**config.mk**
```make
export PLATFORM = sky130hd
export DESIGN_NAME = axi_sort_periph
export DESIGN_NICKNAME = d
export VERILOG_FILES = /design/src/rtl/axi_sort_periph.sv
export SDC_FILE = /design/constraint.sdc
export NUM_CORES = 1
export LEC_CHECK = 0
export CAP_MARGIN = 20
export CORE_MARGIN = 4
export CORE_UTILIZATION = 45
export DETAILED_ROUTE_END_ITERATION = 6
export PLACE_DENSITY = 0.73
export SLEW_MARGIN = 30
export SYNTH_ARGS = -nofsm -noshare
export SYNTH_HDL_FRONTEND = slang
export SYNTH_SLANG_ARGS = --single-unit
```
**constraint.sdc**
```tcl
create_clock -name clk -period 12.45 [get_ports clk]
set_input_delay 2.49 -clock clk [delete_from_list [all_inputs] [get_ports clk]]
set_output_delay 2.49 -clock clk [all_outputs]
set_load 0.1 [all_outputs]
```
**src/rtl/axi_sort_periph.sv**
```systemverilog
// AXI4-Lite register front end for an external sorting core: stages N elements
// in an input FIFO, streams them into the core, and collects results in an output FIFO.
module axi_sort_periph #(
    parameter int DATA_WIDTH    = 32,
    parameter int LOG_INPUT_NUM = 3,
    parameter int ASCENDING     = 1
) (
    input  logic                  clk,
    input  logic                  rst,
    input  logic                  s_awvalid,
    output logic                  s_awready,
    input  logic [31:0]           s_awaddr,
    input  logic                  s_wvalid,
    output logic                  s_wready,
    input  logic [31:0]           s_wdata,
    input  logic [3:0]            s_wstrb,
    output logic                  s_bvalid,
    input  logic                  s_bready,
    output logic [1:0]            s_bresp,
    input  logic                  s_arvalid,
    output logic                  s_arready,
    input  logic [31:0]           s_araddr,
    output logic                  s_rvalid,
    input  logic                  s_rready,
    output logic [31:0]           s_rdata,
    output logic [1:0]            s_rresp,
    output logic                  core_rst,
    output logic [DATA_WIDTH-1:0] core_din,
    output logic                  core_load,
    output logic                  core_start,
    output logic                  core_ascending,
    input  logic [DATA_WIDTH-1:0] core_dout,
    input  logic                  core_y_valid,
    output logic                  irq
);

    localparam int unsigned   N        = 1 << LOG_INPUT_NUM;
    localparam int            CW       = LOG_INPUT_NUM + 1;
    localparam int            PW       = LOG_INPUT_NUM;
    localparam logic [CW-1:0] FULL_CNT = CW'(N);

    localparam logic [2:0] OFF_CTRL   = 3'd0;
    localparam logic [2:0] OFF_DIN    = 3'd1;
    localparam logic [2:0] OFF_STATUS = 3'd2;
    localparam logic [2:0] OFF_DOUT   = 3'd3;
    localparam logic [2:0] OFF_COUNT  = 3'd4;

    localparam logic [1:0] RESP_OKAY   = 2'b00;
    localparam logic [1:0] RESP_SLVERR = 2'b10;

    typedef enum logic [2:0] {IDLE, LOAD, SORT, DRAIN, DONE} state_t;

    state_t                state;
    logic [DATA_WIDTH-1:0] in_mem  [N];
    logic [DATA_WIDTH-1:0] out_mem [N];
    logic [PW-1:0]         in_wr, in_rd, out_wr, out_rd;
    logic [CW-1:0]         in_count, out_count, load_cnt, push_cnt;
    logic                  err, irq_en, soft_pulse, ready_en;
    logic [1:0]            core_rst_cnt;

    logic                  aw_held, w_held, w_any;
    logic [2:0]            aw_off;
    logic [31:0]           w_data;

    logic                  wr_exec, wr_legal, wr_en, ctrl_wr, din_wr;
    logic                  wr_soft, wr_start, start_ok, din_ok, din_drop;
    logic                  rd_exec, dout_rd, status_rd, out_pop, rd_empty;
    logic                  in_push, in_pop, out_push, push_last, busy, done;
    logic [CW-1:0]         out_count_nxt;
    logic [31:0]           rd_data_c;
    logic [1:0]            rd_resp_c;
    logic                  unused_ok;

    assign s_awready      = ready_en & ~aw_held & ~s_bvalid;
    assign s_wready       = ready_en & ~w_held & ~s_bvalid;
    assign s_arready      = ready_en & ~s_rvalid;
    assign core_ascending = (ASCENDING != 0);
    assign busy           = (state == LOAD) || (state == SORT) || (state == DRAIN);
    assign done           = (state == DONE);
    assign irq            = done & irq_en;
    assign unused_ok      = ^{s_awaddr[31:5], s_awaddr[1:0], s_araddr[31:5], s_araddr[1:0], w_data};

    always_comb begin
        wr_exec   = aw_held & w_held;
        wr_legal  = (aw_off == OFF_CTRL) || (aw_off == OFF_DIN);
        wr_en     = wr_exec & wr_legal & w_any;
        ctrl_wr   = wr_en & (aw_off == OFF_CTRL);
        din_wr    = wr_en & (aw_off == OFF_DIN);
        wr_soft   = ctrl_wr & w_data[0];
        wr_start  = ctrl_wr & w_data[1] & ~w_data[0];
        start_ok  = wr_start & (state == IDLE) & (in_count == FULL_CNT) & (out_count == '0);
        din_ok    = din_wr & (state == IDLE) & (in_count != FULL_CNT);
        din_drop  = din_wr & ~din_ok;
        rd_exec   = s_arvalid & s_arready;
        dout_rd   = rd_exec & (s_araddr[4:2] == OFF_DOUT);
        status_rd = rd_exec & (s_araddr[4:2] == OFF_STATUS);
        out_pop   = dout_rd & (out_count != '0) & ~soft_pulse;
        rd_empty  = dout_rd & (out_count == '0);
        in_push   = din_ok & ~soft_pulse;
        in_pop    = (state == LOAD) & (load_cnt != FULL_CNT) & ~soft_pulse;
        out_push  = core_y_valid & ((state == SORT) || (state == DRAIN))
                  & (push_cnt != FULL_CNT) & ~soft_pulse;
        push_last = out_push & (push_cnt == FULL_CNT - CW'(1));
        out_count_nxt = out_count + CW'(out_push) - CW'(out_pop);
    end

    always_comb begin
        rd_data_c = '0;
        rd_resp_c = RESP_OKAY;
        case (s_araddr[4:2])
            OFF_STATUS: rd_data_c = {27'b0, err, out_count == '0, in_count == FULL_CNT, done, busy};
            OFF_DOUT:   if (out_count != '0) rd_data_c = 32'(out_mem[out_rd]);
            OFF_COUNT:  rd_data_c = {16'(out_count), 16'(in_count)};
            default:    rd_resp_c = RESP_SLVERR;
        endcase
    end

    always_ff @(posedge clk) begin
        if (in_push)  in_mem[in_wr]   <= w_data[DATA_WIDTH-1:0];
        if (out_push) out_mem[out_wr] <= core_dout;
    end

    always_ff @(posedge clk or posedge rst) begin
        if (rst) begin
            ready_en     <= 1'b0;
            aw_held      <= 1'b0;
            w_held       <= 1'b0;
            aw_off       <= '0;
            w_data       <= '0;
            w_any        <= 1'b0;
            s_bvalid     <= 1'b0;
            s_bresp      <= '0;
            s_rvalid     <= 1'b0;
            s_rdata      <= '0;
            s_rresp      <= '0;
            state        <= IDLE;
            in_wr        <= '0;
            in_rd        <= '0;
            out_wr       <= '0;
            out_rd       <= '0;
            in_count     <= '0;
            out_count    <= '0;
            load_cnt     <= '0;
            push_cnt     <= '0;
            err          <= 1'b0;
            irq_en       <= 1'b0;
            soft_pulse   <= 1'b0;
            core_rst     <= 1'b1;
            core_rst_cnt <= '0;
            core_din     <= '0;
            core_load    <= 1'b0;
            core_start   <= 1'b0;
        end else begin
            ready_en <= 1'b1;

            if (s_awvalid && s_awready) begin
                aw_held <= 1'b1;
                aw_off  <= s_awaddr[4:2];
            end
            if (s_wvalid && s_wready) begin
                w_held <= 1'b1;
                w_data <= s_wdata;
                w_any  <= |s_wstrb;
            end
            if (wr_exec) begin
                aw_held  <= 1'b0;
                w_held   <= 1'b0;
                s_bvalid <= 1'b1;
                s_bresp  <= wr_legal ? RESP_OKAY : RESP_SLVERR;
            end else if (s_bvalid && s_bready) begin
                s_bvalid <= 1'b0;
            end

            if (rd_exec) begin
                s_rvalid <= 1'b1;
                s_rdata  <= rd_data_c;
                s_rresp  <= rd_resp_c;
            end else if (s_rvalid && s_rready) begin
                s_rvalid <= 1'b0;
            end

            if (ctrl_wr) irq_en <= w_data[2];
            core_load  <= 1'b0;
            core_start <= 1'b0;
            soft_pulse <= wr_soft;

            // core_rst stays high for the pulse cycle plus one more
            if (soft_pulse) begin
                core_rst     <= 1'b1;
                core_rst_cnt <= 2'd1;
            end else if (core_rst_cnt != '0) begin
                core_rst     <= 1'b1;
                core_rst_cnt <= core_rst_cnt - 2'd1;
            end else begin
                core_rst <= 1'b0;
            end

            if (soft_pulse) begin
                state     <= IDLE;
                in_wr     <= '0;
                in_rd     <= '0;
                out_wr    <= '0;
                out_rd    <= '0;
                in_count  <= '0;
                out_count <= '0;
                load_cnt  <= '0;
                push_cnt  <= '0;
                err       <= 1'b0;
            end else begin
                err <= (err & ~status_rd) | din_drop | (wr_start & ~start_ok) | rd_empty;
                if (in_push) in_wr <= in_wr + PW'(1);
                if (in_pop) begin
                    core_din  <= in_mem[in_rd];
                    core_load <= 1'b1;
                    in_rd     <= in_rd + PW'(1);
                end
                in_count <= in_count + CW'(in_push) - CW'(in_pop);
                if (out_push) out_wr <= out_wr + PW'(1);
                if (out_pop)  out_rd <= out_rd + PW'(1);
                out_count <= out_count_nxt;

                unique case (state)
                    IDLE: if (start_ok) begin
                        state    <= LOAD;
                        load_cnt <= '0;
                    end
                    LOAD: if (load_cnt == FULL_CNT) begin
                        core_start <= 1'b1;
                        push_cnt   <= '0;
                        state      <= SORT;
                    end else begin
                        load_cnt <= load_cnt + CW'(1);
                    end
                    SORT: if (out_push) begin
                        push_cnt <= push_cnt + CW'(1);
                        state    <= push_last ? DONE : DRAIN;
                    end
                    DRAIN: if (out_push) begin
                        push_cnt <= push_cnt + CW'(1);
                        if (push_last) state <= DONE;
                    end
                    DONE: if (out_count_nxt == '0) state <= IDLE;
                    default: state <= IDLE;
                endcase
            end
        end
    end

endmodule

```
==> impl_results.md <==
- Predominant post-synthesis flop cell: edfxtp_1
- Top delay family on crit path: simple AND/OR/NAND/NOR gates
- CP Class: input port to flop
- Mapped Avg Cell Area: 19.09 sq um
- Xor/xnor share of the synthesized area: 0.003786
- Slew HR: 0.3244
- VDD IR max: 0.1693 mV
- Final nets: between 1500 and 2000
- Global Route Usage Sum: 0.1758
- Full die area: 0.06041 sq mm
- Fin crit share: 0.4521
- EDFF count, synth: roughly 500
- Post-Synthesis Cells: roughly 1300
- Critical path arrival: a little over 6 ns
- CP Capture Type: flop
- Hpwl dp: about 29000 microns
- Worst-path clk slew: approximately 0.050 ns
- Fin. max-slew vios: 0
- Non-filler cells, final: about 2300
- First-pass detailed-route iteration total: 4
- Die W: around 250 microns
- CP max-delay cell: clkdlybuf4s50_1
- Post-Synth Adder-Cell Area: 0.01092
- Filler cells: 4300
- Vias in the first global route: roughly 13000
- Clock power share: 0.295
- Compound-cell area share of the yosys netlist: 0.02675
- Met3 wire length: approximately 3200 microns
- Tightest Hold Check Type: flop to flop
- Pwr Density: roughly 220 mW/mm^2
- Endpoints failing setup: 0
- Share of layout cells above drive strength 1: 0.2058
- DRT antenna net count: 0
- WL met2: about 26000 microns
- # resized after CTS: 0
- Initial Util: 0.4583
- Grt ovf: 0
- Asr flop ratio synth: 0.2219
- Crit-path cells: clkdlybuf4s50_1 -> inv_1 -> or4_1 -> buf_4 -> nor2_1 -> ha_1 -> inv_1 -> ha_1 -> fa_1 -> xnor2_1 -> nor3b_1 -> a311oi_1 -> or4b_1 -> nand2_1
- Yosys warning total: 0
- Pin count of the biggest net entering global routing: between 80 and 90
- Net Switching: around 2100 uW
- Die Y: about 250 microns
- Drt first-iter violations: between 900 and 1000
- Residual DRC: 0
- Internal power: 4549 uW
- Critical path buffer and inverter count: 4
- Final wirelength: 51940 microns
- Mapped Area: between 0.02 and 0.03 sq mm
- Net Sw Frac: 0.3187
- CP max stage delay: between 0.6 and 0.7 ns
- Inst Count DP: about 2200
- Ports: between 200 and 250
- WL met1: 21120 microns
- Flop pwr share: 0.444
- Row cnt: 86
- Yosys reg bits: around 660
- Synth unique cells: 62
- Comb pwr share: 0.261
- Total power: 6677 uW
- PortBufs: roughly 160
- Minimum clock period: 5.628 ns
- Req. time, crit path: 12.97 ns
- Status: finished clean
- Skew-Pair Late Insertion Delay: approximately 0.6 ns
- Vias/cell: between 5 and 6
- CTS tree: yes
- Final hold slack: 0.4767 ns
- Maximum clock path buffer count: 3
- Core region area: around 0.056 sq mm
- Hold Violations, Final: 0
- Worst-path maximum fanout: 27
- Clock sinks: approximately 660
- Synthesis-to-layout area growth: 18.64%
- Post-CTS setup buffer count: 0
- Seq/Total Area, Yosys: 0.7479
- First-pass GRT wire length: about 80000 microns
- Routed len/inst: roughly 22 microns
- Via count: around 13000
- Root buf cell: clkbuf_16
- Leak pwr: ~0.01 uW
- TNS Setup: 0 ns
- Initial antenna violation count: 7
- Post-Synth Simple-Gate Area: 0.03880
- Post-synthesis mux area share: 0.1560
- Cts hold-fix bufs: 0
- Main combinational cell family by area after synthesis: multiplexers
- # H-tree levels: 3
- Fmax: between 0.15 and 0.2 GHz
- Unrepaired setup endpoints after global routing: false
- Worst-Margin Slew: slightly above 1 ns
- TritonCTS Buffers: 67
- Utilization after layout: 0.5437
- Worst Skew: approximately 0.021 ns
- Uppermost layer routed: met5
- Startpoint class of the critical path: input port
- Max-Cap Viols: 0
- GPL Wtd Cong: ~0.72
[path summary, 6_finish.rpt]
kind / slack [ns] / cells after the start / from / endpoint
worst max-delay path: 6.82 / 14 / s_araddr[2] / state[0]$_DFFE_PP0P_
min in group asynchronous: 2.43 / 2 / rst / s_rdata[8]$_DFFE_PP0N_
max in group asynchronous: 8.86 / 3 / rst / in_rd[0]$_DFFE_PP0P_
worst min-delay path: 0.48 / 2 / s_rdata[17]$_DFFE_PP0N_ / s_rdata[17]$_DFFE_PP0N_
worst min register to register: 0.48 / 2 / s_rdata[17]$_DFFE_PP0N_ / s_rdata[17]$_DFFE_PP0N_
worst max register to register: 8.53 / 12 / state[1]$_DFFE_PP0P_ / state[0]$_DFFE_PP0P_
[flip-flops by register name, indices dropped and copies added (netlist names), 3 cells and up]
signal     cells
s_rdata       32
in_mem       256
in_rd          3
out_wr         3
load_cnt       4
state          3
push_cnt       4
out_mem      256
out_count      4
core_din      32
aw_off         3
out_rd         3
in_wr          3
w_data        32
in_count       4
[worst min-delay path: cells and delay by family (launching register included)]
family           cells  cell delay, ns
flip-flops           1            0.34
AND/OR/NAND/NOR      1            0.04
AO/OA/AOI/OAI        1            0.06
[through the flow]
step / worst slack, ns / cell area, sq um
6_report: 6.822 / 30190
5_1_grt: 6.622 / 30180
4_1_cts: 6.829 / 30170
3_5_place_dp: 6.236 / 27990
3_3_place_gp: 6.304 / 28000
2_1_floorplan: 5.553 / 25450
[cells by family (layout without fill, tap and decap cells)]
| logic type | after synthesis | count (layout) |
|---|---|---|
| other cells | 2 | 8 |
| mux | 232 | 232 |
| flops | 658 | 658 |
| buf+inv | 92 | 336 |
| fa+ha+maj | 21 | 21 |
| simple gates | 197 | 197 |
| compound gates | 120 | 120 |
| xor+xnor | 11 | 11 |
[layout by cell type (no fill, tap or decap), types with 4 or more instances in the layout]
cell             count
clkinv_2             8
nand2_1             81
and3_1               4
diode_2              4
conb_1               4
clkbuf_16           69
nor2b_1              8
clkinv_1             6
bufinv_16            4
dfrtp_2              4
nand3b_1             4
clkdlybuf4s50_1    154
nor2_1              37
clkbuf_8             9
xnor2_1              5
nor2_4               7
a21oi_1             14
clkbuf_1            21
edfxtp_1           512
a21o_1               5
o21ai_0             79
ha_1                19
xor2_1               6
mux2i_1             67
dfrtp_1            139
inv_1               27
mux4_2             128
nor3b_1              5
nand2b_1            12
buf_4               28
mux2_2              37
nand3_1              5
[cells in the mapped netlist, types with 3 or more instances]
| cell | n | area (sq um) |
|---|---|---|
| nor3b_1 | 7 | 52.55 |
| ha_1 | 19 | 237.7 |
| and2_1 | 3 | 18.77 |
| nor2_1 | 44 | 165.2 |
| edfxtp_1 | 512 | 15370 |
| xnor2_1 | 5 | 43.79 |
| nand2_1 | 81 | 304.0 |
| clkbuf_1 | 33 | 123.9 |
| a21o_1 | 5 | 37.54 |
| and3_1 | 4 | 25.02 |
| mux2_2 | 37 | 416.7 |
| xor2_1 | 6 | 52.55 |
| nand3_1 | 6 | 30.03 |
| nand2b_1 | 12 | 75.07 |
| mux4_2 | 128 | 2883 |
| buf_1 | 6 | 22.52 |
| o21ai_0 | 79 | 395.4 |
| nand3b_1 | 4 | 30.03 |
| dfrtp_1 | 145 | 3628 |
| nor2b_1 | 8 | 50.05 |
| a21oi_1 | 14 | 70.07 |
| nor4_1 | 3 | 18.77 |
| inv_1 | 28 | 105.1 |
| a221oi_1 | 3 | 26.28 |
| buf_4 | 5 | 37.54 |
| mux2i_1 | 67 | 670.6 |
| buf_2 | 19 | 95.09 |
| nor3_1 | 5 | 25.02 |
[power by group through the flow]
stage | clock network [uW] | logic [uW] | registers (uW)
6_report | 1970 | 1740 | 2970
5_1_grt | 2120 | 1870 | 3020
4_1_cts | 2020 | 1770 | 2970
3_5_place_dp | 0 | 1770 | 3020
3_3_place_gp | 0 | 1740 | 2990
2_1_floorplan | 0 | 966 | 3350
[routing by layer]
metal	vias to the layer above	global-route usage
met5	-	0
met4	6	0.04589
met3	83	0.04460
met2	335	0.2988
met1	6606	0.2285
li1	5640	-
[cell type report]
cell class	count	area (sq um)	share of cell area
well taps	748	935.9	0.03100
clock inverters	24	247.7	0.008207
multi-input cells	585	6137	0.2033
diodes	4	10.01	0.0003316
flip-flops and latches	658	19040	0.6308
repair buffers	185	1773	0.05873
inverters	28	112.6	0.003730
clock buffers	99	1929	0.06391
(Power assumes the default switching activity.)
